$ cat config.mk
export PLATFORM = sky130hd
export DESIGN_NAME = bin_frame_writer
export DESIGN_NICKNAME = d
export VERILOG_FILES = /design/src/rtl/bin_img_pkg.sv /design/src/rtl/pix_pos_counter.sv /design/src/rtl/bin_frame_writer.sv
export SDC_FILE = /design/constraint.sdc
export NUM_CORES = 1
export LEC_CHECK = 0
export CAP_MARGIN = 20
export CORE_UTILIZATION = 35
export CTS_CLUSTER_SIZE = 14
export DETAILED_ROUTE_END_ITERATION = 6
export GPL_TIMING_DRIVEN = 0
export SETUP_SLACK_MARGIN = 0.05
export SLEW_MARGIN = 30
export SYNTH_ARGS = -nofsm -noshare
export SYNTH_HDL_FRONTEND = slang
export SYNTH_SLANG_ARGS = --single-unit
$ cat constraint.sdc
create_clock -name clk_out -period 3.45 [get_ports clk_out]
set_clock_uncertainty 0.2 [all_clocks]
set_input_delay 0.69 -clock clk_out [delete_from_list [all_inputs] [get_ports clk_out]]
set_output_delay 0.69 -clock clk_out [all_outputs]
set_load 0.02 [all_outputs]
$ cat src/rtl/bin_img_pkg.sv
// Shared frame-buffer dimensions and writer state encoding.
// The morphology reader imports this package too, so both ends agree on geometry.
package bin_img_pkg;

    localparam int unsigned IMG_W        = 488;
    localparam int unsigned IMG_H        = 302;
    localparam int unsigned ADDR_W       = 18;
    localparam int unsigned FRAME_PIXELS = IMG_W * IMG_H;

    typedef enum logic [1:0] {
        WAIT_SOF = 2'd0,
        WRITE    = 2'd1,
        DONE     = 2'd2
    } wr_state_t;

endpackage

$ cat src/rtl/pix_pos_counter.sv
// Column/row/linear pixel position counters for the frame writer.
// clear restarts at (0,0); clear together with advance lands on the pixel after (0,0).
module pix_pos_counter #(
    parameter int unsigned IMG_W  = bin_img_pkg::IMG_W,
    parameter int unsigned IMG_H  = bin_img_pkg::IMG_H,
    parameter int unsigned ADDR_W = bin_img_pkg::ADDR_W
) (
    input  logic              clk_out,
    input  logic              rst_n,
    input  logic              clear,
    input  logic              advance,
    output logic [ADDR_W-1:0] addr,
    output logic              last_c
);

    localparam int unsigned COL_W = (IMG_W > 1) ? $clog2(IMG_W) : 1;
    localparam int unsigned ROW_W = (IMG_H > 1) ? $clog2(IMG_H) : 1;

    logic [COL_W-1:0]  col_q, col_base, col_d;
    logic [ROW_W-1:0]  row_q, row_base, row_d;
    logic [ADDR_W-1:0] addr_q, addr_base, addr_d;
    logic              col_end, row_end;

    // Step from either the current position or (0,0); the last pixel wraps everything to 0.
    always_comb begin
        col_base  = clear ? '0 : col_q;
        row_base  = clear ? '0 : row_q;
        addr_base = clear ? '0 : addr_q;
        col_end   = (col_base == COL_W'(IMG_W - 1));
        row_end   = (row_base == ROW_W'(IMG_H - 1));
        col_d     = col_base;
        row_d     = row_base;
        addr_d    = addr_base;
        if (advance) begin
            if (col_end) begin
                col_d = '0;
                row_d = row_end ? '0 : row_base + ROW_W'(1);
            end else begin
                col_d = col_base + COL_W'(1);
            end
            addr_d = (col_end && row_end) ? '0 : addr_base + ADDR_W'(1);
        end
    end

    always_ff @(posedge clk_out or negedge rst_n) begin
        if (!rst_n) begin
            col_q  <= '0;
            row_q  <= '0;
            addr_q <= '0;
        end else begin
            col_q  <= col_d;
            row_q  <= row_d;
            addr_q <= addr_d;
        end
    end

    assign addr   = addr_q;
    assign last_c = (col_q == COL_W'(IMG_W - 1)) && (row_q == ROW_W'(IMG_H - 1));

endmodule

$ cat src/rtl/bin_frame_writer.sv
// Write side of the binary frame buffer: pixel handshake, linear write addressing,
// frame completion and hold-until-release so a frame is never overwritten mid-filter.
module bin_frame_writer #(
    parameter int unsigned IMG_W  = bin_img_pkg::IMG_W,
    parameter int unsigned IMG_H  = bin_img_pkg::IMG_H,
    parameter int unsigned ADDR_W = bin_img_pkg::ADDR_W
) (
    input  logic              clk_out,
    input  logic              rst_n,
    input  logic              pix_valid,
    input  logic              pix_data,
    input  logic              pix_sof,
    output logic              pix_ready,
    output logic              wr_en,
    output logic [ADDR_W-1:0] wr_addr,
    output logic              wr_data,
    output logic              frame_done,
    input  logic              frame_release,
    output logic              busy,
    output logic              sync_err,
    input  logic              err_clr
);

    import bin_img_pkg::*;

    localparam longint unsigned FRAME_PIXELS = longint'(IMG_W) * longint'(IMG_H);
    localparam bit              ONE_PIXEL    = (FRAME_PIXELS == 64'd1);

    if (FRAME_PIXELS > (64'd1 << ADDR_W)) begin : g_addr_w_check
        $error("bin_frame_writer: IMG_W*IMG_H does not fit in ADDR_W address bits");
    end

    wr_state_t         state, next_state;
    logic              cnt_clear, cnt_adv;
    logic [ADDR_W-1:0] cnt_addr;
    logic              cnt_last_c;
    logic              wr_c, done_c, err_set_c;
    logic [ADDR_W-1:0] addr_c;

    pix_pos_counter #(
        .IMG_W  (IMG_W),
        .IMG_H  (IMG_H),
        .ADDR_W (ADDR_W)
    ) u_pos (
        .clk_out (clk_out),
        .rst_n   (rst_n),
        .clear   (cnt_clear),
        .advance (cnt_adv),
        .addr    (cnt_addr),
        .last_c  (cnt_last_c)
    );

    always_ff @(posedge clk_out or negedge rst_n) begin
        if (!rst_n) state <= WAIT_SOF;
        else        state <= next_state;
    end

    // Next state and per-beat control; pix_ready is registered so it equals (state != DONE).
    always_comb begin
        next_state = state;
        cnt_clear  = 1'b0;
        cnt_adv    = 1'b0;
        wr_c       = 1'b0;
        done_c     = 1'b0;
        err_set_c  = 1'b0;
        unique case (state)
            WAIT_SOF: begin
                if (pix_valid && pix_sof) begin
                    cnt_clear = 1'b1;
                    cnt_adv   = 1'b1;
                    wr_c      = 1'b1;
                    if (ONE_PIXEL) begin
                        done_c     = 1'b1;
                        next_state = DONE;
                    end else begin
                        next_state = WRITE;
                    end
                end
            end
            WRITE: begin
                if (pix_valid) begin
                    wr_c    = 1'b1;
                    cnt_adv = 1'b1;
                    if (pix_sof) begin
                        cnt_clear = 1'b1;
                        err_set_c = 1'b1;
                    end else if (cnt_last_c) begin
                        done_c     = 1'b1;
                        next_state = DONE;
                    end
                end
            end
            DONE: begin
                if (frame_release) begin
                    cnt_clear  = 1'b1;
                    next_state = WAIT_SOF;
                end
            end
            default: next_state = WAIT_SOF;
        endcase
        addr_c = cnt_clear ? '0 : cnt_addr;
    end

    // Output registers: write strobe/address/data lag acceptance by one cycle.
    always_ff @(posedge clk_out or negedge rst_n) begin
        if (!rst_n) begin
            pix_ready  <= 1'b1;
            busy       <= 1'b0;
            wr_en      <= 1'b0;
            wr_addr    <= '0;
            wr_data    <= 1'b0;
            frame_done <= 1'b0;
            sync_err   <= 1'b0;
        end else begin
            pix_ready  <= (next_state != DONE);
            busy       <= (next_state != WAIT_SOF);
            wr_en      <= wr_c;
            frame_done <= done_c;
            sync_err   <= err_set_c | (sync_err & ~err_clr);
            if (wr_c) begin
                wr_addr <= addr_c;
                wr_data <= pix_data;
            end
        end
    end

endmodule
### Yosys cells after proc, flatten, opt, wreduce, memory -nomap -nowiden

Cells that the tools add are included.

* reduce and logical (&&, ||, !) cells: 5
* add/subtract/negate cells: 3
* muxes and demuxes: 28
* equal/unequal tests: 7
* bitwise logic cells: 3

Operator list (count)
* $mux 9: 7
* $mux 18: 3
* $eq 9x9->1 const B: 4
* $add 18x1->18 const B: 1
* $add 9x1->9 const B: 2
* $mux 1: 10
* $mux 2: 5
* $pmux 2 s3: 1
* $logic_and 1x1->1: 3
* $pmux 1 s3: 1
* $eq 2x1->1 const B: 1
* $eq 2x2->1 const B: 1
* $logic_not 2->1: 1
* $ne 2x2->1 const B: 1
* $pmux 1 s2: 1
* $reduce_bool 2->1: 1
* $and 1x1->1: 1
* $not 1->1: 1
* $or 1x1->1: 1

* register bits: 62
* bits of input ports: 7
* logic and storage cells: 57
* output and inout bits: 24

### Logic depth before layout (Yosys ltp)

* word-level depth: 8
* gate-level depth with buffers: 11
* mapped depth without buffers: 9

### By module

Synthesis repeated with hierarchy kept, for this count alone.

* cell total of the unflattened synthesis: 327
* area, all modules: 3111.7 um^2

Modules (own cells, without submodules)
* pix_pos_counter: area an instance 2018.2 um^2, cells each 218, instances 1, sequential area each 900.9 um^2
* bin_frame_writer: area an instance 1093.5 um^2, cells each 109, instances 1, sequential area each 651.9 um^2

### Worst setup path before layout

OpenSTA, ideal clock, no wires.

* kind: input port to flip-flop
* from: input port frame_release
* to: register u_pos.addr_q[10], in the netlist u_pos.addr[10]
* buffers on the path: 3
* stages: 10
* data required time: 3116 ps
* setup slack: 610 ps
* setup time: 134 ps
* data arrival time: 2507 ps
* path through: nand3b_1 clkbuf_1 and3_1 ha_1 and2_1 clkbuf_1 nand4_2 clkbuf_1 o21ai_2 nor2_1

* longest elaborated chain between the ends: 7
* elaborated cells between the ends (all ways): 11
* classes of those cells: add/sub (1); eq/ne (2); mux (7); reduce/logical (1)

RTL lines
* from (decl): line bin_frame_writer.sv:18 `input logic frame_release,`
* $mux 1 (*): line bin_frame_writer.sv:94 `if (frame_release) begin`
* $pmux 1 s3 (*): line bin_frame_writer.sv:66 `unique case (state)`
* branches (longest 4 deep; another with $add 18x1->18)
* $mux 18 (*): line pix_pos_counter.sv:34 `if (advance) begin`
* named net u_pos.addr_d[10]: line pix_pos_counter.sv:21 `logic [ADDR_W-1:0] addr_q, addr_base, addr_d;`
* to (signal assigned): line pix_pos_counter.sv:53 `addr_q <= addr_d;`
* to (decl): line pix_pos_counter.sv:21

Mark *: on every way through the listed nets, which the timed path passes.
A chain may end at the register's enable or synchronous reset.

### Worst setup path after layout

* from: input port pix_valid
* to: register u_pos.row_q[5]

* longest elaborated chain between the ends: 8
* elaborated cells between the ends (all ways): 14
* classes of those cells: add/sub (1); eq/ne (2); mux (10); reduce/logical (1)

RTL lines
* from (decl): line bin_frame_writer.sv:10 `input logic pix_valid,`
* $logic_and 1x1->1: line bin_frame_writer.sv:68 `if (pix_valid && pix_sof) begin`
* $mux 1: line bin_frame_writer.sv:68
* $pmux 1 s3: line bin_frame_writer.sv:66
* $mux 9: line pix_pos_counter.sv:27 `row_base = clear ? '0 : row_q;`
* $add 9x1->9 / $eq 9x9->1 (equally long branches): line pix_pos_counter.sv:37, pix_pos_counter.sv:30
* $mux 9: line pix_pos_counter.sv:37 `row_d = row_end ? '0 : row_base + ROW_W'(1);`
* $mux 9: line pix_pos_counter.sv:35 `if (col_end) begin`
* $mux 9 (*): line pix_pos_counter.sv:34
* named net u_pos.row_d[5]: line pix_pos_counter.sv:20 `logic [ROW_W-1:0] row_q, row_base, row_d;`
* to (signal assigned): line pix_pos_counter.sv:52 `row_q <= row_d;`
* to (decl): line pix_pos_counter.sv:20

Mark *: on every way through the listed nets, which the timed path passes. The rest lies on a longest branch.

==> results.cfg <==
[global_route]
grt_max_degree = 42
grt_antenna_before_repair = 0
grt_overflow = 0
track_usage_pct = 17.5
grt_first_pass_wirelength_um = 12300
grt_pass1_vias = 2568

[die]
start_util_pct = 36.1
dieHeight_um = 96.6
rows = 34
io_pins = 31
core_region_area_um2 = 8680
die-width_um = 96.6
die_area_um2 = 9330

[route]
drt_iter0_drc = 59
drt_first_pass_iters = 4
routed_wl_um = 7180
vias = 2603
detail-route-antenna-nets = 0
remaining_drc_errors = 0
post_drt_wl_per_cell_um = 14.7
viasPerCell = 5.33

[sta]
grt_setup_unrepaired = no
period_share_pct = 91.6
worst_pin_slew_ns = 0.542
clock.fmax_ghz = 0.317
slew_violations = 0
holdWs_ns = 0.0295
period_minus_slack_ns = 3.16
setup_violations = 0
hold_violations = 0
maxSlewHeadroom_pct = 63.4
layout_setup_ws_ns = 0.291

[status]
status = completed

[flow_run]
maxCapViolCount = 0

[finish]
area_delta_synth_final_pct = 21.8
nets = 386
stdcell_area_um2 = 3810
n_antenna_cell = 0
drive_above_1_share_pct = 11.8

[setup_path]
setup.worst_path.start_class = input pin
crit_chain = clkdlybuf4s50_1, nand3b_1, clkbuf_2, and3_1, ha_1, and4b_1, nand4_1, or4b_1, a31oi_1
crit_slowest_cell = clkdlybuf4s50_1
cpPeakStageDelay_ns = 0.57
crit_type = input pin to register
rrSetupSlack_ns = 0.58
crit_path_end_kind = register
startpoint = pix_valid
critPathMaxFanout = 10
reg2regPathDepth = 9
required_ns = 3.51
r2r-end = u_pos.row_q[5]
r2r-start = state[1]
cp.arrival_ns = 3.22

[place]
placed_area_um2 = 3580
place_hpwl_um = 5050
place.gp.congestion = 0.776
io_buffers = 30
pre_cts_ws_ns = -0.611

[synth]
yosysWarnings = 0
synth_edf_count = 0
ys_seq_area_share_pct = 49.6
syn_avg_cell_area_um2 = 9.40
synth_top_cell_by_area = dfrtp_1
synth_seq_cells = 62
async_flop_share_pct = 100
synth_most_common_cell = dfrtp_1
yosysUniqueCellTypes = 55
yosysTopAreaCellShare_pct = 48.7
synth_cells = 333
ys.flop_type = dfrtp_1
synth_nets = 344
synthTopCellsByCount = 61 x dfrtp_1, 60 x nand2_1, 30 x nand3_1
synth_area_leaders = dfrtp_1 49%, nand2_1 7.2%, nand3_1 4.8%
syn-cell-area_um2 = 3130

[clock_network]
cts.sinks = 62
cts_max_level = 3
cts_tree = done
clk_path_buf_depth = 2
clk_latency_ns = 0.34
cts_made_buffers = 9
root_buffer = clkbuf_8
clkSlewWorstSetupHoldPaths_ns = 0.07
ctsHoldBuffers = 0

[power]
peakVddDrop_mv = 0.232
p_total_w = 0.00160
power.leakage_nw = 1.62
power.density_nw_per_um2 = 420

[min_path]
hp-class = input pin to asynchronous set/reset pin
-- worst max-delay path, delay by kind of cell --
family / cells / cell delay (ns)
and+or+nand+nor: 5 / 1.36
AOI/OAI and AO/OA: 1 / 0.17
buffers and inverters: 2 / 0.81
adders and majority gates: 1 / 0.18
-- cells by family after synthesis --
kind of cell	count (synthesis)	synth area share (%)
buffers and inverters	24	3.52
AO/OA/AOI/OAI	53	10.4
AND/OR/NAND/NOR	175	30.5
adder cells (fa/ha/maj)	4	1.60
XOR/XNOR	12	3.36
multiplexers	3	1.04
flip-flops	62	49.6
-- flip-flops by register name, summed over array words and instances (netlist names) --
register	flops
busy	1
frame_done	1
pix_ready	1
state	2
sync_err	1
u_pos.addr	18
u_pos.col_q	9
u_pos.row_q	9
wr_addr	18
wr_data	1
wr_en	1
-- worst max-delay path by stage --
| stage | endpoint | cells after the start |
|---|---|---|
| after global placement | u_pos.row_q[7] | 1 |
| after CTS | u_pos.addr[3] | 11 |
| after floorplan | u_pos.addr[10] | 10 |
| final | u_pos.row_q[5] | 9 |
| after detailed placement | u_pos.addr[10] | 11 |
| after global routing | u_pos.row_q[8] | 9 |
-- layer usage --
metal	track usage [%]	up-vias	wire length, µm
li1	-	1281	-
met1	22.1	1270	3400
met2	29.1	43	3460
met3	4.93	9	241
met4	5.15	0	80
met5	0	-	0
-- where the power goes --
part / switching [W] / internal [W] / leakage (nW) / total [W]
Sequential: 0.0000217 / 0.000761 / 0.834 / 0.000783
Combinational: 0.000103 / 0.0000731 / 0.680 / 0.000176
Clock: 0.000295 / 0.000350 / 0.102 / 0.000645
-- final cells by class --
type / instances / area, µm²
fillers: 865 / 4860
flip-flops and latches: 62 / 1550
multi-input cells: 247 / 1480
repair buffers: 32 / 338
clock buffers: 10 / 138
well taps: 108 / 135
plain buffers: 17 / 87.6
clock inverters: 6 / 61.3
inverters: 6 / 22.5
-- stage by stage --
stage               setup TNS, ns  instances  utilization, %
floorplan                       0        333               -
global placement           -47.97        471            41.1
detailed placement         -11.94        472            41.3
CTS                             0        489            44.0
global route                    0        488            44.0
finish                          0        488            44.0
-- repair_timing --
action,CTS,global route
resized for setup,5,2
endpoints found under the hold margin,0,0
pin swaps,1,0
cloned,0,0
buffers inserted,1,0
endpoints found under the setup margin,21,23
-- layout by cell type (no fill, tap or decap), drive strengths merged, types with 2 or more instances in the layout --
cell           instances
or4                    5
clkbuf                18
a31oi                  3
or3                    4
o21ai                 14
o211ai                 2
xor2                   5
o31ai                  5
nand4bb                2
a21oi                 17
clkdlybuf4s50         29
buf                   12
or4b                   3
nor2                  16
or2                    2
o22ai                  4
mux2                   2
clkinv                 4
xnor2                  7
nand2b                 3
and3                  10
dfrtp                 61
nand2                 60
nand3                 30
inv                    6
and4                   4
a211o                  2
nor3                   4
and2                   4
nand3b                 5
ha                     4
and4bb                 2
nand4                 12
nor4                   2
(Power assumes the default switching activity.)
